$ cat config.mk
export PLATFORM = sky130hd
export DESIGN_NAME = trng_collector
export DESIGN_NICKNAME = d
export VERILOG_FILES = /design/src/rtl/trng_pkg.sv /design/src/rtl/trng_vn_corrector.sv /design/src/rtl/trng_collector.sv
export SDC_FILE = /design/constraint.sdc
export NUM_CORES = 1
export LEC_CHECK = 0
export CORE_MARGIN = 8
export CORE_UTILIZATION = 56
export CTS_CLUSTER_SIZE = 16
export DETAILED_ROUTE_END_ITERATION = 12
export GPL_ROUTABILITY_DRIVEN = 0
export PLACE_DENSITY_LB_ADDON = 0.2
export SLEW_MARGIN = 30
export SYNTH_ARGS = -nofsm -noshare
export SYNTH_HDL_FRONTEND = slang
export SYNTH_SLANG_ARGS = --single-unit
$ cat constraint.sdc
create_clock -name clk -period 2.9 [get_ports clk]
set_input_delay 0.29 -clock clk [delete_from_list [all_inputs] [get_ports clk]]
set_output_delay 0.29 -clock clk [all_outputs]
set_load 0.03 [all_outputs]
$ cat src/rtl/trng_pkg.sv
// Shared types and default sizing for the TRNG collector slice.
package trng_pkg;

  typedef enum logic [1:0] {
    IDLE    = 2'd0,
    WARMUP  = 2'd1,
    COLLECT = 2'd2,
    STALL   = 2'd3
  } trng_state_t;

  localparam int TRNG_WORD_WIDTH = 32;
  localparam int TRNG_WARMUP     = 4;
  localparam int TRNG_REP_LIMIT  = 16;

endpackage

$ cat src/rtl/trng_vn_corrector.sv
// Von Neumann corrector: pairs raw samples, emits the first bit of a 01/10 pair.
module trng_vn_corrector (
  input  logic clk,
  input  logic rst_n,
  input  logic clear,
  input  logic sample_valid,
  input  logic sample,
  output logic bit_valid,
  output logic vn_bit
);

  logic pair_q;
  logic first_q;

  always_ff @(posedge clk or negedge rst_n) begin
    if (!rst_n) begin
      pair_q  <= 1'b0;
      first_q <= 1'b0;
    end else if (clear) begin
      pair_q <= 1'b0;
    end else if (sample_valid) begin
      if (!pair_q) first_q <= sample;
      pair_q <= !pair_q;
    end
  end

  // Pair (1,0) yields 1 and (0,1) yields 0, so the output is simply the first bit.
  assign bit_valid = sample_valid && !clear && pair_q && (first_q != sample);
  assign vn_bit    = first_q;

endmodule

$ cat src/rtl/trng_collector.sv
// TRNG consumer: warm-up, von Neumann correction, word packing, valid/ready output.
// Optional repetition-count health test enabled by defining TRNG_HEALTH_EN.
module trng_collector
  import trng_pkg::*;
#(
  parameter int WIDTH         = TRNG_WORD_WIDTH,
  parameter int WARMUP_CYCLES = TRNG_WARMUP,
  parameter int REP_LIMIT     = TRNG_REP_LIMIT
) (
  input  logic             clk,
  input  logic             rst_n,
  input  logic             enable_i,
  output logic             trng_en_o,
  input  logic             trng_in,
  output logic [WIDTH-1:0] data_o,
  output logic             valid_o,
  input  logic             ready_i,
  output logic             error_o
);

  localparam int WCW = (WARMUP_CYCLES > 2) ? $clog2(WARMUP_CYCLES) : 1;
  localparam int BCW = $clog2(WIDTH + 1);

  if (WIDTH < 2 || WIDTH > 64 || WARMUP_CYCLES < 2 || REP_LIMIT < 2) begin : g_bad_params
    $error("trng_collector: parameter out of range");
  end

  trng_state_t      state_q;
  logic [WCW-1:0]   warm_cnt;
  logic [BCW-1:0]   bit_cnt;
  logic [WIDTH-1:0] shreg;
  logic             vn_valid;
  logic             vn_bit;
  logic             vn_clear;
  logic             health_trip;

  assign vn_clear = (state_q != COLLECT) || !enable_i || health_trip;

  trng_vn_corrector u_vn (
    .clk          (clk),
    .rst_n        (rst_n),
    .clear        (vn_clear),
    .sample_valid (state_q == COLLECT),
    .sample       (trng_in),
    .bit_valid    (vn_valid),
    .vn_bit       (vn_bit)
  );

`ifdef TRNG_HEALTH_EN
  localparam int RCW = $clog2(REP_LIMIT + 1);

  logic [RCW-1:0] run_cnt;
  logic [RCW-1:0] run_next;
  logic           last_q;
  logic           in_test;

  assign in_test = enable_i && (state_q == COLLECT || state_q == STALL);

  always_comb begin
    run_next = RCW'(1);
    if (run_cnt != '0 && trng_in == last_q) run_next = run_cnt + 1'b1;
  end

  assign health_trip = in_test && (run_next == RCW'(REP_LIMIT));

  always_ff @(posedge clk or negedge rst_n) begin
    if (!rst_n) begin
      run_cnt <= '0;
      last_q  <= 1'b0;
    end else if (in_test && !health_trip) begin
      run_cnt <= run_next;
      last_q  <= trng_in;
    end else begin
      run_cnt <= '0;
    end
  end

  // Sticky until software drops enable, which also lets IDLE be left again.
  always_ff @(posedge clk or negedge rst_n) begin
    if (!rst_n)           error_o <= 1'b0;
    else if (!enable_i)   error_o <= 1'b0;
    else if (health_trip) error_o <= 1'b1;
  end
`else
  assign health_trip = 1'b0;
  assign error_o     = 1'b0;
`endif

  always_ff @(posedge clk or negedge rst_n) begin
    if (!rst_n) begin
      state_q   <= IDLE;
      trng_en_o <= 1'b0;
      valid_o   <= 1'b0;
      data_o    <= '0;
      shreg     <= '0;
      bit_cnt   <= '0;
      warm_cnt  <= '0;
    end else begin
      if (valid_o && ready_i) valid_o <= 1'b0;

      // Abort drops the partial word but leaves any unread word on data_o.
      if (state_q != IDLE && (!enable_i || health_trip)) begin
        state_q   <= IDLE;
        trng_en_o <= 1'b0;
        bit_cnt   <= '0;
        shreg     <= '0;
      end else begin
        case (state_q)
          IDLE: begin
            if (enable_i && !error_o) begin
              state_q   <= WARMUP;
              trng_en_o <= 1'b1;
              warm_cnt  <= '0;
            end
          end
          WARMUP: begin
            if (warm_cnt == WCW'(WARMUP_CYCLES - 1)) state_q <= COLLECT;
            else                                      warm_cnt <= warm_cnt + 1'b1;
          end
          COLLECT: begin
            if (vn_valid) begin
              if (bit_cnt == BCW'(WIDTH - 1)) begin
                if (!valid_o || ready_i) begin
                  data_o  <= {shreg[WIDTH-2:0], vn_bit};
                  valid_o <= 1'b1;
                  bit_cnt <= '0;
                end else begin
                  shreg   <= {shreg[WIDTH-2:0], vn_bit};
                  bit_cnt <= BCW'(WIDTH);
                  state_q <= STALL;
                end
              end else begin
                shreg   <= {shreg[WIDTH-2:0], vn_bit};
                bit_cnt <= bit_cnt + 1'b1;
              end
            end
          end
          STALL: begin
            if (ready_i) begin
              data_o  <= shreg;
              valid_o <= 1'b1;
              bit_cnt <= '0;
              state_q <= COLLECT;
            end
          end
          default: state_q <= IDLE;
        endcase
      end
    end
  end

endmodule

==> results of run 1 <==
==> final timing paths <==
path,slack [ps],start,end
min reg2reg,470,u_vn.pair_q$_DFFE_PN0P_,u_vn.pair_q$_DFFE_PN0P_
max reg2reg,490,state_q[1]$_DFFE_PN0P_,data_o[18]$_DFFE_PN0P_
min in group clk,470,u_vn.pair_q$_DFFE_PN0P_,u_vn.pair_q$_DFFE_PN0P_
min,-60,rst_n,data_o[3]$_DFFE_PN0P_
max in group asynchronous,2440,rst_n,data_o[31]$_DFFE_PN0P_
max,490,state_q[1]$_DFFE_PN0P_,data_o[18]$_DFFE_PN0P_
==> flip-flops by register name (all words and copies together), names as in the netlist <==
name         flops
bit_cnt          6
u_vn.vn_bit      1
warm_cnt         2
shreg           32
data_o          32
trng_en_o        1
valid_o          1
u_vn.pair_q      1
state_q          2
==> worst max-delay path, stage by stage, from the launching register on <==
cell,delay (ps)
dfrtp_1,510
or2_2,380
ha_1,240
and2b_1,280
o21ai_2,220
or2_4,450
o21ai_1,210
==> power breakdown <==
group          leakage, nW  internal (W)  switching (W)
combinational        0.822      0.000263       0.000490
clock                0.103      0.000412       0.000431
sequential            1.07       0.00116      0.0000833
total                 2.00       0.00183        0.00100
==> cell type report <==
cell class	count	area, µm²
inverter	4	15.01
tap	80	100.1
fill	537	2307
multi-input combinational	275	1699
clock inverter	7	80.08
timing repair buffer	46	441.7
sequential	78	1952
clock buffer	9	123.9
==> logic make-up (layout without fill, tap and decap cells) <==
| family | count (synthesis) | in the layout | synth area share [%] |
|---|---|---|---|
| and+or+nand+nor | 78 | 78 | 11.30 |
| AOI/OAI and AO/OA | 153 | 153 | 21.04 |
| buffers and inverters | 38 | 66 | 4.982 |
| DFF | 78 | 78 | 50.80 |
| adders and majority gates | 6 | 6 | 1.954 |
| xor gates and xnor gates | 2 | 2 | 0.6514 |
| muxes | 35 | 35 | 9.183 |
| other | 1 | 1 | 0.09759 |
==> layer usage <==
metal / GRT usage, % / vias up / share of wire, %
li1: - / 1456 / -
met1: 23.36 / 1511 / 44
met2: 29.16 / 60 / 51
met3: 3.171 / 4 / 4.6
met4: 7.674 / 0 / 0.62
met5: 0 / - / 0
==> per-stage QoR <==
step | total power, W | instances | cell area (µm²) | hold WS (ps)
2_1_floorplan | 0.001816 | 391 | 3842 | -5.591
3_3_place_gp | 0.001999 | 483 | 4204 | 434.4
6_report | 0.002837 | 499 | 4412 | -63.94
4_1_cts | 0.002852 | 499 | 4408 | 132.9
3_5_place_dp | 0.002014 | 483 | 4204 | 439.9
5_1_grt | 0.002983 | 499 | 4412 | 14.90
==> cells in the final DEF (no fill, tap or decap), types with 2 or more instances in the layout <==
cell type	synthesis	final
ha_1	6	6
o21ai_0	62	62
clkbuf_8	0	9
mux2_2	2	2
inv_1	4	4
o21ai_1	40	40
nand3_1	39	39
a31oi_1	4	4
nor2_1	5	5
and2_1	2	2
nand2_1	7	7
nand4_1	2	2
nand2_2	2	2
and2b_1	2	2
a21o_1	2	2
inv_6	0	3
a22o_1	2	2
mux2i_1	33	33
dfrtp_1	78	78
clkdlybuf4s50_1	0	37
a21oi_1	38	38
or2_2	3	3
nor2b_1	2	2
and3_1	2	2
nand3b_1	2	2
buf_4	2	8
==> run metrics, run 1 <==
outcome=finished with violations; failing checks=negative hold slack; final setup vio count=0; WHS=-63.94 ps; Yosys reg bits=78; Post-synth top cells=dfrtp_1, o21ai_0, o21ai_1; clk root buf=clkbuf_8; Cells after Synth=391; fraction of layout instances using a drive strength above 1=9.785%; drt via density=6.074; fin crit share=83.10%; Site Rows=30; register area share after synthesis=50.80%; Hold Path Class=in -> async; final WL=8578 µm; final setup TNS=0 ps; maximum number of pins on one net before global-route repair=79; Top Ports=40; vias in the first global route=2,968; Tmin final=2410 ps; Post-Syn Area=3842 µm²; setup bufs post-CTS=0; post-synthesis cell type count=46; Setup Skew=10.83 ps; DR DRC count=0; syn_area_per_cell=9.827 µm²; Req. time, crit path=3160 ps; initial DRC count=137; Synth area leader=dfrtp_1; asr flop ratio synth=100.0%; CTS max path bufs=2; antenna cell count=0; syn_nets=402; yosys warns=0; PostCTS Resize Cnt=0; CTS tree=yes; CP max FO=32; Core Area=6719 µm²; P per Cell Area=643.1 nW/µm²; Vias=3,031; max-slew violations=0; Data arrival, critical path=2670 ps; Pre-antenna DRT Iters=4; CTS Hold Bufs=0; H-tree depth=3; buffers added on ports=38; Die Width=98.84 µm; Post-DRT Antenna Nets=0; initial antenna violation count=0; Total Routing Usage GR=18.09%; dominant cells by area after synthesis=dfrtp_1, mux2i_1, o21ai_0; Reg clk slew, reported paths=90 ps; RSZ-0062 raised after global routing=false; worst reg2reg path depth=6; DP Wirelength=5321 µm; Slew @ Worst Pin=715.4 ps; routed len/inst=17.19 µm; Place WS=483.5 ps; final worst slack=490.1 ps; Post-synth top flop=dfrtp_1; slew margin rel.=52.31%; Worst Setup Path Type=reg -> reg; VDD IR max=0.4058 mV; final core utilization=65.66%; Final Hold Vio Count=30; full die area=9768 µm²; Die Y=98.84 µm; Initial Util=57.19%; Nets=425; max-cap check violation count=0; first-pass GRT wire length=14,480 µm; worst skew pair latency=340 ps; Post-synth EDFFs=0; leak pwr=1.998 nW; achievable clock frequency=415.0 MHz; GRT overflow=0; clk sinks=78; CP Launch Type=flip-flop; critical path endpoint category=flip-flop; CTS Buf Count=9; Layout area overhead=14.82%; most common cell in the netlist=dfrtp_1; Synth top area share=50.80%
Power figures use the tool's default switching activity.
==> run 2, diff against run 1 <==
CORE_UTILIZATION = 51   (was 56)
clock period = 2.1 ns   (was 2.9 ns; I/O delays follow)
==> run 2 against run 1 <==
Net effect:
- the flow now finishes without violations
- design area is 3.5% higher
- sequential cell count stayed put
- non-clock buffer count is 11 higher
- clock skew is 5.7 ps lower
- total power is 39% higher
- critical endpoint is now data_o[23]$_DFFE_PN0P_
- largest power group unchanged
==> run metrics, run 2 (synthesis gave the netlist of run 1 again) <==
outcome=completed; Post-DRT Antenna Nets=0 (unchanged); antenna cell count=0 (unchanged); initial DRC count=200 (+46%); Tmin final=1948 ps (-462.0 ps); Top Registers=data_o (32), shreg (32), bit_cnt (6); CP Launch Type=flip-flop; final core utilization=62.63% (-3.0 points); worst skew pair latency=350 ps (about the same); Pre-antenna DRT Iters=4 (unchanged); worst reg2reg path depth=6 (unchanged); worst reg2reg startpoint=state_q[1]$_DFFE_PN0P_; Die Y=102.8 µm (+4.0%); Reg clk slew, reported paths=80 ps (about the same); maximum number of pins on one net before global-route repair=37 (-53%); Data arrival, critical path=2210 ps (-460 ps); Total Routing Usage GR=17.32% (-0.77 points); Worst Setup Path Type=reg -> reg; achievable clock frequency=513.4 MHz (+24%); Req. time, crit path=2370 ps (-790 ps); CTS Buf Count=9 (unchanged); max-slew violations=0 (unchanged); Final Hold Vio Count=0 (-100%); Hold Path Class=in -> async; fin crit share=92.76% (+9.7 points); DR DRC count=0 (unchanged); most frequent cells in the layout=dfrtp_1, o21ai_0, o21ai_1, nand3_1, a21oi_1; final setup TNS=0 ps (unchanged); Worst R2R End=data_o[23]$_DFFE_PN0P_; Layout area overhead=18.85%; buffers added on ports=38 (unchanged); drt via density=5.784 (-4.8%); fraction of layout instances using a drive strength above 1=11.86% (+2.1 points); Core Area=7292 µm² (+8.5%); leak pwr=2.069 nW (+3.5%); clk sinks=78 (unchanged); VDD IR max=0.4844 mV (+19%); full die area=10,570 µm² (+8.2%); CTS tree=yes; Initial Util=52.69% (-4.5 points); Top Ports=40 (unchanged); worst reg2reg setup slack=150 ps (-340 ps); P per Cell Area=861.8 nW/µm² (+34%); Die Width=102.8 µm (+4.0%); first-pass GRT wire length=14,460 µm (-0.14%); fill cell count=607 (+13%); RSZ-0062 raised after global routing=false; final setup vio count=0 (unchanged); CP max FO=32 (unchanged); max-cap check violation count=0 (unchanged); Setup Skew=5.179 ps (-5.651 ps); critical path endpoint category=flip-flop; DP Wirelength=5513 µm (+3.6%); final WL=8350 µm (-2.7%); most common cell after layout, fill and taps aside=dfrtp_1; H-tree depth=3 (unchanged); Vias=3,060 (+0.96%); GRT overflow=0 (unchanged); clk root buf=clkbuf_8; vias in the first global route=2,990 (+0.74%); initial antenna violation count=0 (unchanged); routed len/inst=15.78 µm (-8.2%); CTS max path bufs=2 (unchanged); Nets=436 (+2.6%); Site Rows=31 (+3.3%)
[run 2: per-stage QoR]
| step | setup WS [ps] | cells | hold slack [ps] | power, W | instance area (µm²) |
|---|---|---|---|---|---|
| global route | 9.601 | 529 | 370.8 | 0.004161 | 4567 |
| detailed placement | 59.09 | 512 | 177.4 | 0.002857 | 4365 |
| CTS | 131.2 | 529 | 355.1 | 0.003963 | 4564 |
| floorplan | 77.78 | 391 | -85.59 | 0.002507 | 3842 |
| finish | 152.1 | 529 | 334.5 | 0.003936 | 4567 |
| global placement | 135.5 | 512 | 176.8 | 0.002837 | 4365 |
[run 2: critical path, stage by stage (launching register included)]
cell and delay [ps]:
dfrtp_1 380, or2_2 320, ha_1 250, and2b_1 240, o21ai_2 80, or2_4 390
o21ai_1 190
[run 2: cell type report]
cell class / count / area, µm² / share of cell area (%)
well taps: 99 / 123.9 / 2.712
multi-input cells: 275 / 1702 / 37.26
flip-flops and latches: 78 / 1952 / 42.74
repair buffers: 57 / 585.6 / 12.82
clock buffers: 10 / 127.6 / 2.795
inverters: 4 / 15.01 / 0.3288
clock inverters: 6 / 61.31 / 1.342
[run 2: repair_timing]
item,CTS,global route
gates resized for setup,0,1
endpoints found under the setup margin,0,2
setup buffers,0,0
hold buffers,1,0
hold endpoints to repair,29,0
[run 2: worst max path at each step]
stage / startpoint / endpoint / cells after the start
after floorplan: state_q[1]$_DFFE_PN0P_ / data_o[17]$_DFFE_PN0P_ / 8
after global placement: enable_i / data_o[27]$_DFFE_PN0P_ / 7
final: state_q[1]$_DFFE_PN0P_ / data_o[23]$_DFFE_PN0P_ / 6
after global routing: state_q[1]$_DFFE_PN0P_ / data_o[28]$_DFFE_PN0P_ / 6
after CTS: state_q[1]$_DFFE_PN0P_ / data_o[28]$_DFFE_PN0P_ / 6
after detailed placement: enable_i / data_o[28]$_DFFE_PN0P_ / 7
[run 2: per-layer routing]
layer | GRT usage (%) | share of wire (%) | vias to the layer above
met1 | 22.59 | 45 | 1513
met4 | 7.230 | 1.4 | 0
met5 | 0 | 0 | -
li1 | - | - | 1474
met2 | 27.52 | 49 | 62
met3 | 3.444 | 4.7 | 11
[run 2: where the power goes]
group	total, W	switching, W	internal [W]	leakage [nW]
logic	0.00113	0.000696	0.000437	0.898
clock network	0.00111	0.000560	0.000548	0.0964
registers	0.00169	0.0000940	0.00160	1.07
total	0.00394	0.00135	0.00259	2.07
